===== src/rtl/rv32i_pkg.sv =====
// Shared types for the integer register-file writeback path.
// Provides the result-write payload struct, the producer source id, and a
// one-hot register decoder used to build the pending-write mask.
package rv32i_pkg;

  localparam int XLEN   = 32;
  localparam int REG_AW = 5;

  // One pending register-file write: destination register and result data.
  typedef struct packed {
    logic [REG_AW-1:0] rd;
    logic [XLEN-1:0]   wd;
  } wb_req_t;

  // Producer that issued a write; stored in the order FIFO.
  typedef enum logic {
    SRC_ALU = 1'b0,
    SRC_LSU = 1'b1
  } wb_src_e;

  // One-hot decode of a register index into an XLEN-wide mask.
  function automatic logic [XLEN-1:0] rd_onehot(input logic [REG_AW-1:0] rd);
    return XLEN'(1) << rd;
  endfunction

endpackage


===== src/rtl/rf_wb_fifo.sv =====
// Small synchronous FIFO used by the writeback merger.
// Registered storage, read/write pointers and occupancy count.  Two push
// lanes are provided so the order FIFO can record two acceptances in one
// cycle (lane a lands first); single-producer instances tie lane b off.
// Every slot is exported together with a per-slot valid bit so the parent
// can scan all queued entries in the same cycle.
module rf_wb_fifo #(
  parameter int WIDTH = 1,
  parameter int DEPTH = 2
) (
  input  logic                     clk,
  input  logic                     rst,
  input  logic                     push_a,
  input  logic [WIDTH-1:0]         data_a,
  input  logic                     push_b,
  input  logic [WIDTH-1:0]         data_b,
  input  logic                     pop,
  output logic [WIDTH-1:0]         head,
  output logic                     full,
  output logic                     empty,
  output logic [$clog2(DEPTH):0]   count,
  output logic [DEPTH-1:0]         slot_valid,
  output logic [DEPTH*WIDTH-1:0]   slot_data
);

  localparam int AW = $clog2(DEPTH);

  logic [WIDTH-1:0] mem_reg [DEPTH];
  logic [AW-1:0]    wr_ptr_reg;
  logic [AW-1:0]    rd_ptr_reg;
  logic [AW:0]      count_reg;
  logic             do_pop;
  logic [AW-1:0]    wr_ptr_b;

  assign do_pop   = pop && (count_reg != '0);
  // Lane b goes behind lane a when both push in the same cycle.
  assign wr_ptr_b = wr_ptr_reg + AW'(push_a);

  // Pointer and occupancy bookkeeping; pointers wrap since DEPTH is a power of two.
  always_ff @(posedge clk or posedge rst) begin
    if (rst) begin
      wr_ptr_reg <= '0;
      rd_ptr_reg <= '0;
      count_reg  <= '0;
    end else begin
      wr_ptr_reg <= wr_ptr_reg + AW'(push_a) + AW'(push_b);
      if (do_pop) begin
        rd_ptr_reg <= rd_ptr_reg + AW'(1);
      end
      count_reg <= count_reg + (AW+1)'(push_a) + (AW+1)'(push_b) - (AW+1)'(do_pop);
    end
  end

  // Payload storage; contents are don't-care until marked valid.
  always_ff @(posedge clk) begin
    if (push_a) begin
      mem_reg[wr_ptr_reg] <= data_a;
    end
    if (push_b) begin
      mem_reg[wr_ptr_b] <= data_b;
    end
  end

  assign head  = mem_reg[rd_ptr_reg];
  assign empty = (count_reg == '0);
  assign full  = (count_reg == (AW+1)'(DEPTH));
  assign count = count_reg;

  // A slot is live when its distance from the read pointer is below the count.
  genvar gi;
  for (gi = 0; gi < DEPTH; gi++) begin : g_slot
    logic [AW-1:0] offset;
    assign offset                         = AW'(gi) - rd_ptr_reg;
    assign slot_valid[gi]                 = ({1'b0, offset} < count_reg);
    assign slot_data[gi*WIDTH +: WIDTH]   = mem_reg[gi];
  end

endmodule


===== src/rtl/rf_wb_merge.sv =====
// In-order writeback merger driving the register file's single write port.
// ALU and LSU results are buffered in per-producer FIFOs; an order FIFO of
// source ids replays them one per cycle in global acceptance order.
// busy_mask flags every register with a queued (not yet written) result.
// Optional feature macro: RF_WB_BYPASS_EN -- when nothing is queued, a
// request accepted this cycle is written combinationally instead of queued.
module rf_wb_merge
  import rv32i_pkg::*;
#(
  parameter int DEPTH = 2
) (
  input  logic              clk,
  input  logic              rst,
  input  logic              alu_valid,
  input  logic [REG_AW-1:0] alu_rd,
  input  logic [XLEN-1:0]   alu_wd,
  output logic              alu_ready,
  input  logic              lsu_valid,
  input  logic [REG_AW-1:0] lsu_rd,
  input  logic [XLEN-1:0]   lsu_wd,
  output logic              lsu_ready,
  output logic [REG_AW-1:0] A3,
  output logic              WE3,
  output logic [XLEN-1:0]   WD3,
  output logic [XLEN-1:0]   busy_mask
);

  localparam int REQ_W = $bits(wb_req_t);
  localparam int ODEPTH = 2 * DEPTH;

  logic               alu_full, alu_empty, lsu_full, lsu_empty;
  logic               order_full, order_empty;
  logic [$clog2(DEPTH):0]  alu_count, lsu_count;
  logic [$clog2(ODEPTH):0] order_count;
  logic [DEPTH-1:0]        alu_slot_valid, lsu_slot_valid;
  logic [DEPTH*REQ_W-1:0]  alu_slot_data, lsu_slot_data;
  logic [ODEPTH-1:0]       order_slot_valid;
  logic [ODEPTH-1:0]       order_slot_data;
  logic               order_head;
  wb_req_t            alu_head, lsu_head;
  wb_req_t            alu_req, lsu_req;
  logic               alu_keep, lsu_keep;
  logic               alu_enq, lsu_enq;
  logic               alu_pop, lsu_pop, order_pop;
  logic [XLEN-1:0]    alu_dec [DEPTH];
  logic [XLEN-1:0]    lsu_dec [DEPTH];
  logic               unused_sink;

  assign alu_ready = !rst && !alu_full;
  assign lsu_ready = !rst && !lsu_full;

  // Writes to x0 complete the handshake but are dropped here.
  assign alu_keep = alu_valid && alu_ready && (alu_rd != '0);
  assign lsu_keep = lsu_valid && lsu_ready && (lsu_rd != '0);

  assign alu_req = '{rd: alu_rd, wd: alu_wd};
  assign lsu_req = '{rd: lsu_rd, wd: lsu_wd};

  // Write-port selection: oldest queued write first, optional bypass when idle.
  always_comb begin
    WE3       = 1'b0;
    A3        = '0;
    WD3       = '0;
    alu_pop   = 1'b0;
    lsu_pop   = 1'b0;
    order_pop = 1'b0;
    alu_enq   = alu_keep;
    lsu_enq   = lsu_keep;
    if (!order_empty) begin
      order_pop = 1'b1;
      WE3       = 1'b1;
      if (wb_src_e'(order_head) == SRC_LSU) begin
        lsu_pop = 1'b1;
        A3      = lsu_head.rd;
        WD3     = lsu_head.wd;
      end else begin
        alu_pop = 1'b1;
        A3      = alu_head.rd;
        WD3     = alu_head.wd;
      end
    end
`ifdef RF_WB_BYPASS_EN
    // Empty order FIFO implies both producer FIFOs are empty too, so a
    // fresh request can go straight to the port without reordering anything.
    else if (alu_keep) begin
      WE3     = 1'b1;
      A3      = alu_rd;
      WD3     = alu_wd;
      alu_enq = 1'b0;
    end else if (lsu_keep) begin
      WE3     = 1'b1;
      A3      = lsu_rd;
      WD3     = lsu_wd;
      lsu_enq = 1'b0;
    end
`endif
  end

  rf_wb_fifo #(.WIDTH(REQ_W), .DEPTH(DEPTH)) u_alu_fifo (
    .clk        (clk),
    .rst        (rst),
    .push_a     (alu_enq),
    .data_a     (alu_req),
    .push_b     (1'b0),
    .data_b     ({REQ_W{1'b0}}),
    .pop        (alu_pop),
    .head       (alu_head),
    .full       (alu_full),
    .empty      (alu_empty),
    .count      (alu_count),
    .slot_valid (alu_slot_valid),
    .slot_data  (alu_slot_data)
  );

  rf_wb_fifo #(.WIDTH(REQ_W), .DEPTH(DEPTH)) u_lsu_fifo (
    .clk        (clk),
    .rst        (rst),
    .push_a     (lsu_enq),
    .data_a     (lsu_req),
    .push_b     (1'b0),
    .data_b     ({REQ_W{1'b0}}),
    .pop        (lsu_pop),
    .head       (lsu_head),
    .full       (lsu_full),
    .empty      (lsu_empty),
    .count      (lsu_count),
    .slot_valid (lsu_slot_valid),
    .slot_data  (lsu_slot_data)
  );

  // ALU id on lane a so a simultaneous pair is replayed ALU first.
  rf_wb_fifo #(.WIDTH(1), .DEPTH(ODEPTH)) u_order_fifo (
    .clk        (clk),
    .rst        (rst),
    .push_a     (alu_enq),
    .data_a     (1'(SRC_ALU)),
    .push_b     (lsu_enq),
    .data_b     (1'(SRC_LSU)),
    .pop        (order_pop),
    .head       (order_head),
    .full       (order_full),
    .empty      (order_empty),
    .count      (order_count),
    .slot_valid (order_slot_valid),
    .slot_data  (order_slot_data)
  );

  // Per-slot one-hot decode of queued destinations.
  genvar gi;
  for (gi = 0; gi < DEPTH; gi++) begin : g_busy
    wb_req_t alu_ent, lsu_ent;
    assign alu_ent     = alu_slot_data[gi*REQ_W +: REQ_W];
    assign lsu_ent     = lsu_slot_data[gi*REQ_W +: REQ_W];
    assign alu_dec[gi] = alu_slot_valid[gi] ? rd_onehot(alu_ent.rd) : '0;
    assign lsu_dec[gi] = lsu_slot_valid[gi] ? rd_onehot(lsu_ent.rd) : '0;
  end

  // Pending-write mask: OR of all queued destinations, x0 never reported.
  always_comb begin
    busy_mask = '0;
    for (int i = 0; i < DEPTH; i++) begin
      busy_mask = busy_mask | alu_dec[i] | lsu_dec[i];
    end
    busy_mask[0] = 1'b0;
  end

  // Status outputs the merger does not need.
  assign unused_sink = ^{alu_count, lsu_count, order_count, order_full,
                         order_slot_valid, order_slot_data, alu_empty, lsu_empty};

endmodule


===== config.mk =====
export PLATFORM = sky130hd
export DESIGN_NAME = rf_wb_merge
export DESIGN_NICKNAME = d
export VERILOG_FILES = /design/src/rtl/rv32i_pkg.sv /design/src/rtl/rf_wb_fifo.sv /design/src/rtl/rf_wb_merge.sv
export SDC_FILE = /design/constraint.sdc
export NUM_CORES = 1
export LEC_CHECK = 0
export CORE_UTILIZATION = 50
export CTS_CLUSTER_DIAMETER = 100
export DETAILED_ROUTE_END_ITERATION = 10
export GPL_TIMING_DRIVEN = 0
export PLACE_DENSITY = 0.77
export SETUP_SLACK_MARGIN = 0.05
export SYNTH_ARGS = -nofsm -noshare
export SYNTH_HDL_FRONTEND = slang
export SYNTH_SLANG_ARGS = --single-unit

===== constraint.sdc =====
create_clock -name clk -period 3.32 [get_ports clk]
set_input_delay 0.664 -clock clk [delete_from_list [all_inputs] [get_ports clk]]
set_output_delay 0.664 -clock clk [all_outputs]
set_load 0.05 [all_outputs]

---- Word-level counts from Yosys, hierarchy flattened ----
Memories as Yosys holds them, arrays and structs flattened.
Cells that the tools add are included.
cells by class
  add/subtract/negate cells ............... 18
  $lt $le $gt $ge ......................... 4
  equality and inequality tests ........... 2
  shift operators ......................... 4
  muxes and demuxes ....................... 17
  bitwise operators ....................... 3
  reduce and logical (&&, ||, !) cells .... 18
operator list
  kind                                                                number
  32-bit two-way mux                                                  6
  1-bit by 5-bit << shifter with 32-bit output, first input constant  4
  32-bit bitwise OR                                                   3
  5-bit two-way mux                                                   2
  5-bit nonzero test                                                  2
  1-bit logical AND                                                   9
  1-bit two-way mux                                                   9
  2-bit by 1-bit adder with 2-bit output                              4
  1-bit by 2-bit less-than comparator with 1-bit output               4
  3-bit by 1-bit adder with 3-bit output                              2
  2-bit equality test, second input constant                          2
  2-bit nonzero test                                                  2
  1-bit subtractor, first input constant                              4
  2-bit by 1-bit subtractor with 2-bit output                         2
  1-bit logical NOT                                                   3
  3-bit logical NOT                                                   1
  3-bit nonzero test                                                  1
  3-bit by 1-bit subtractor with 3-bit output                         1
  1-bit adder                                                         2
  1-bit adder, second input constant                                  2
  2-bit by 1-bit adder with 2-bit output, second input constant       1
word-level totals
  register bits after elaboration ......... 15
  memory bits (writable) .................. 152
  input bits .............................. 78
  word-level logic and storage cells ...... 78
  memories ................................ 3
memories
  name                  depth  width  read ports  clocked after memory_dff  wr ports  RTL line          RTL
  u_alu_fifo.mem_reg    2      37     3           0                         1         rf_wb_fifo.sv:28  logic [WIDTH-1:0] mem_reg [DEPTH];
  u_lsu_fifo.mem_reg    2      37     3           0                         1         rf_wb_fifo.sv:28
  u_order_fifo.mem_reg  4      1      1           0                         2         rf_wb_fifo.sv:28

---- Longest topological paths before layout ----
  word-level depth ........................ 8
  depth in mapped cells ................... 10
  depth with buffers taken out ............ 10

---- Cells and area by module ----
From an unflattened synthesis, not the netlist that was laid out.
unflattened totals
  cells, all modules ...................... 746
  area total of the unflattened synthesis .. 10237.3 um^2
by module, submodules not included
  module                       times used  cells each  area each (um^2)  sequential area each (um^2)
  rf_wb_fifo (u_alu_fifo ...)  2           225         3937.5            2322.2
  rf_wb_merge                  1           226         1592.8            0.0
  rf_wb_fifo (u_order_fifo)    1           70          769.5             295.3

---- Worst setup path after synthesis ----
Ideal clock, no wire load.
  path type ............................... input -> register
  start ................................... input port rst
  end ..................................... memory u_alu_fifo.mem_reg[1][0] (netlist bit), enable pin
  library setup time ...................... 0.398 ns
  data arrival time ....................... 2.968 ns
  data required time ...................... 2.922 ns
  slack ................................... -0.046 ns
  stages .................................. 3
  path buffers ............................ 0
  cells stage by stage .................... a21oi_1 -> and3_1 -> ha_1
between the ends
  word-level cells in the longest chain between the ends .. 6
ends and longest elaborated chain
  element                                  RTL line           RTL
  start, declared                          rf_wb_merge.sv:13  input logic rst,
  1-bit logical NOT (no line)              --
  1-bit logical AND                        rf_wb_merge.sv:49  assign alu_ready = !rst && !alu_full;
  1-bit logical AND (2 in series)          rf_wb_merge.sv:53  assign alu_keep = alu_valid && alu_ready && (alu_rd != '0);
  1-bit two-way mux                        rf_wb_fifo.sv:56   if (push_a) begin
  1-bit two-way mux (implied by the code)  rf_wb_fifo.sv:57   mem_reg[wr_ptr_reg] <= data_a;
  end, declared                            rf_wb_fifo.sv:28
Every way passes these cells.

==> results.sh <==
export IMPL_min_period_over_period_pct=97.1
export IMPL_route_detailed_vias_per_inst=6.04
export IMPL_worstReg2RegEnd="u_order_fifo.count[2]"
export IMPL_setup_tns_final_ps=0
export IMPL_path_clk_slew_ps=70
export IMPL_setup_slack_ps=95.1
export IMPL_floorplan_initialDensity_pct=51.6
export IMPL_die_area_um2=16400
export IMPL_die_width_um=128
export IMPL_vdd_ir_drop_worst_uv=1050
export IMPL_finalWorstPathRequiredPeriod_ps=3220
export IMPL_via_count_of_the_first_global_routing_pass=6041
export IMPL_antenna_left=0
export IMPL_root_buffer="sky130_fd_sc_hd__clkbuf_16"
export IMPL_crit_end="busy_mask[10]"
export IMPL_cts_sinks=167
export IMPL_post_synth_inst_count=584
export IMPL_detail_route_first_pass_iterations=5
export IMPL_reg2reg_from="u_lsu_fifo.count[1]"
export IMPL_finish_utilization_pct=66.7
export IMPL_met1_track_demand_over_resource_in_global_routing_pct=37.9
export IMPL_die_h_um=128
export IMPL_standard_cell_rows=45
export IMPL_synth_area_top_cells="sky130_fd_sc_hd__edfxtp_1 (56%), sky130_fd_sc_hd__a211oi_1 (6.1%), sky130_fd_sc_hd__dfrtp_1 (4.7%), sky130_fd_sc_hd__mux2i_1 (4.7%), sky130_fd_sc_hd__nor2b_1 (3.6%)"
export IMPL_timing_hold_ws_ps=481
export IMPL_endpoints_failing_setup=0
export IMPL_worst_endpoint_required_time_ps=2660
export IMPL_synth_top_area_share_pct=56.0
export IMPL_global_route_peak_usage_layer="met2"
export IMPL_clk_insertion_delay_late_ps=430
export IMPL_post_dp_cell_area_um2=9780
export IMPL_layout_drive_gt1_share_pct=18.4
export IMPL_synthTopCellsByCount="sky130_fd_sc_hd__edfxtp_1 (148), sky130_fd_sc_hd__a211oi_1 (64), sky130_fd_sc_hd__nor2b_1 (46), sky130_fd_sc_hd__mux2i_1 (37), sky130_fd_sc_hd__inv_1 (23)"
export IMPL_globalRouteOverflowTotal=0
export IMPL_outcome="finished, final reports clean"
export IMPL_hold_viol_final=0
export IMPL_setup_worst_path_start="u_alu_fifo.mem_reg[1][34]"
export IMPL_synth_area_per_cell_um2=13.6
export IMPL_timing_setup_critical_path_class="flop to output port"
export IMPL_clock_fmax_ghz=0.310
export IMPL_grtUsageMet2_pct=46.2
export IMPL_async_flop_share_pct=8.98
export IMPL_hpwlAfterDp_um=15600
export IMPL_number_of_i_o_pins=150
export IMPL_cts_htree_levels=4
export IMPL_setup_repair_after_global_routing_missed_its_margin="yes"
export IMPL_grt_max_degree=33
export IMPL_route_vias_total=5893
export IMPL_critical_path_startpoint_type="flop"
export IMPL_core_area_um2=15400
export IMPL_hold_path_class="flop to flop"
export IMPL_port_buffers=148
export IMPL_timing_reg2reg_worst_path_depth=10
export IMPL_kind_of_end_point_of_the_critical_path="output port"
export IMPL_netlist_cell_type_count=52
export IMPL_synth_net_count=675
export IMPL_crit_fanout=10
export IMPL_routed_wirelength_um=22700
export IMPL_yosysSeqAreaShare_pct=61.7
export IMPL_clock_skew_ps=11.2
export IMPL_cts_made_buffers=17
export IMPL_drv_cap=0
export IMPL_detail_route_drc_violations=0
export IMPL_count_of_flip_flops_with_a_built_in_enable_after_synthesis=148
export IMPL_tritoncts_clock_tree="done"
export IMPL_p_leak_nw=3.71
export IMPL_slew_headroom_pct=56.5
export IMPL_yosys_register_bits=167
export IMPL_total_power_divided_by_cell_area_nw_per_um2=1060
export IMPL_stdcell_area_um2=10300
export IMPL_timing_worst_slew_pin_value_ps=650
export IMPL_ys_warnings_count=0
export IMPL_globalRouteMet3Util_pct=6.55
export IMPL_antenna_found_initial=0
export IMPL_drt_iter0_drc=563
export IMPL_grt_pass1_wl_um=34500
export IMPL_preCtsSetupSlack_ps=-121
export IMPL_final_nets=843
export IMPL_synth_top_cell_by_area="sky130_fd_sc_hd__edfxtp_1"
export IMPL_reg2reg_slack_ps=630
export IMPL_grt_util_all_layers_pct=28.8
export IMPL_areaGrowthSynthToFinish_pct=29.1
export IMPL_final_max_slew_viol_count=0
export IMPL_gp_routability_congestion=0.957
export IMPL_num_fill_cells=1093
export IMPL_maximum_clock_insertion_buffer_count=2
export IMPL_syn_cell_area_um2=7940
export IMPL_detail_route_wl_per_cell_um=23.2
export IMPL_yosys_most_used_dff="sky130_fd_sc_hd__edfxtp_1"
export IMPL_insertedDiodeCount=0
export IMPL_critical_path_arrival_ps=2560
export IMPL_synth_most_common_cell="sky130_fd_sc_hd__edfxtp_1"
==> worst max-delay path: stages (launching register included) <==
cell	delay [ps]
sky130_fd_sc_hd__edfxtp_1	370
sky130_fd_sc_hd__clkbuf_1	290
sky130_fd_sc_hd__or3b_2	600
sky130_fd_sc_hd__o22ai_1	190
sky130_fd_sc_hd__a221o_1	180
sky130_fd_sc_hd__clkdlybuf4s15_1	500
==> area by class of cell <==
cell class / count / area, µm² / area share, %
Buffer: 37 / 200 / 1.95
Sequential cell: 167 / 4900 / 47.8
Timing Repair Buffer: 154 / 1430 / 14.0
Tap cell: 211 / 264 / 2.58
Inverter: 23 / 86.3 / 0.842
Clock inverter: 13 / 118 / 1.15
Clock buffer: 19 / 433 / 4.22
Multi-Input combinational cell: 352 / 2820 / 27.5
==> per-layer routing <==
layer	share of wire, %	wire length, µm
met2	48	10900
met1	43	9770
met3	6.6	1500
met4	2.1	478
met5	0	0
==> report_power, final <==
part	internal (W)	switching (W)
sequential	0.00268	0.000185
combinational	0.00182	0.00438
clock	0.000978	0.000849
==> layout by cell type, fill, tap and decap left out, types with 7 or more instances in the layout <==
cell / instances
sky130_fd_sc_hd__edfxtp_1: 148
sky130_fd_sc_hd__clkdlybuf4s50_1: 80
sky130_fd_sc_hd__a211oi_1: 63
sky130_fd_sc_hd__nor2b_1: 45
sky130_fd_sc_hd__mux2i_1: 37
sky130_fd_sc_hd__clkbuf_2: 28
sky130_fd_sc_hd__inv_1: 23
sky130_fd_sc_hd__nor2_1: 18
sky130_fd_sc_hd__dlygate4sd2_1: 18
sky130_fd_sc_hd__clkbuf_16: 17
sky130_fd_sc_hd__buf_2: 16
sky130_fd_sc_hd__o221ai_1: 16
sky130_fd_sc_hd__o22ai_1: 15
sky130_fd_sc_hd__clkdlybuf4s15_2: 15
sky130_fd_sc_hd__dfrtp_1: 15
sky130_fd_sc_hd__clkbuf_1: 14
sky130_fd_sc_hd__nand3b_1: 11
sky130_fd_sc_hd__a211oi_2: 11
sky130_fd_sc_hd__xnor2_1: 10
sky130_fd_sc_hd__a221o_1: 10
sky130_fd_sc_hd__nand2_1: 9
sky130_fd_sc_hd__buf_4: 8
sky130_fd_sc_hd__nand3_1: 7
sky130_fd_sc_hd__ha_1: 7
==> logic make-up (layout without fill, tap and decap cells) <==
family	count (synthesis)	in the layout	synth area share [%]
other	1	1	0.0472
DFF	167	167	61.7
AOI/OAI and AO/OA	157	157	16.0
adders and majority gates	13	13	2.24
muxes	38	38	4.95
xor gates and xnor gates	12	12	1.32
buffers and inverters	65	246	3.67
and+or+nand+nor	131	131	10.0
==> metrics by stage <==
| stage | cells | power, W |
|---|---|---|
| global placement | 943 | 0.00926 |
| global route | 976 | 0.0114 |
| floorplan | 584 | 0.00734 |
| CTS | 976 | 0.0110 |
| detailed placement | 947 | 0.00939 |
| finish | 976 | 0.0109 |
==> worst min path at each step <==
stage                                     startpoint  cells after the start                    endpoint
after global placement       u_order_fifo.mem_reg[1]                      1     u_order_fifo.mem_reg[1]
final                        u_order_fifo.mem_reg[1]                      1     u_order_fifo.mem_reg[1]
after floorplan              u_order_fifo.mem_reg[1]                      1     u_order_fifo.mem_reg[1]
after CTS                 u_order_fifo.rd_ptr_reg[1]                      1  u_order_fifo.rd_ptr_reg[1]
after global routing      u_order_fifo.rd_ptr_reg[1]                      1  u_order_fifo.rd_ptr_reg[1]
after detailed placement     u_order_fifo.mem_reg[1]                      1     u_order_fifo.mem_reg[1]
==> timing repair <==
item | in CTS | in global routing
hold endpoints to repair | 0 | 0
buffers inserted | 2 | 0
pin swaps | 1 | 0
hold buffers | 0 | 0
resized for setup | 158 | 76
setup endpoints to repair | 68 | 49
cloned | 0 | 0
Power figures use the tool's default switching activity.
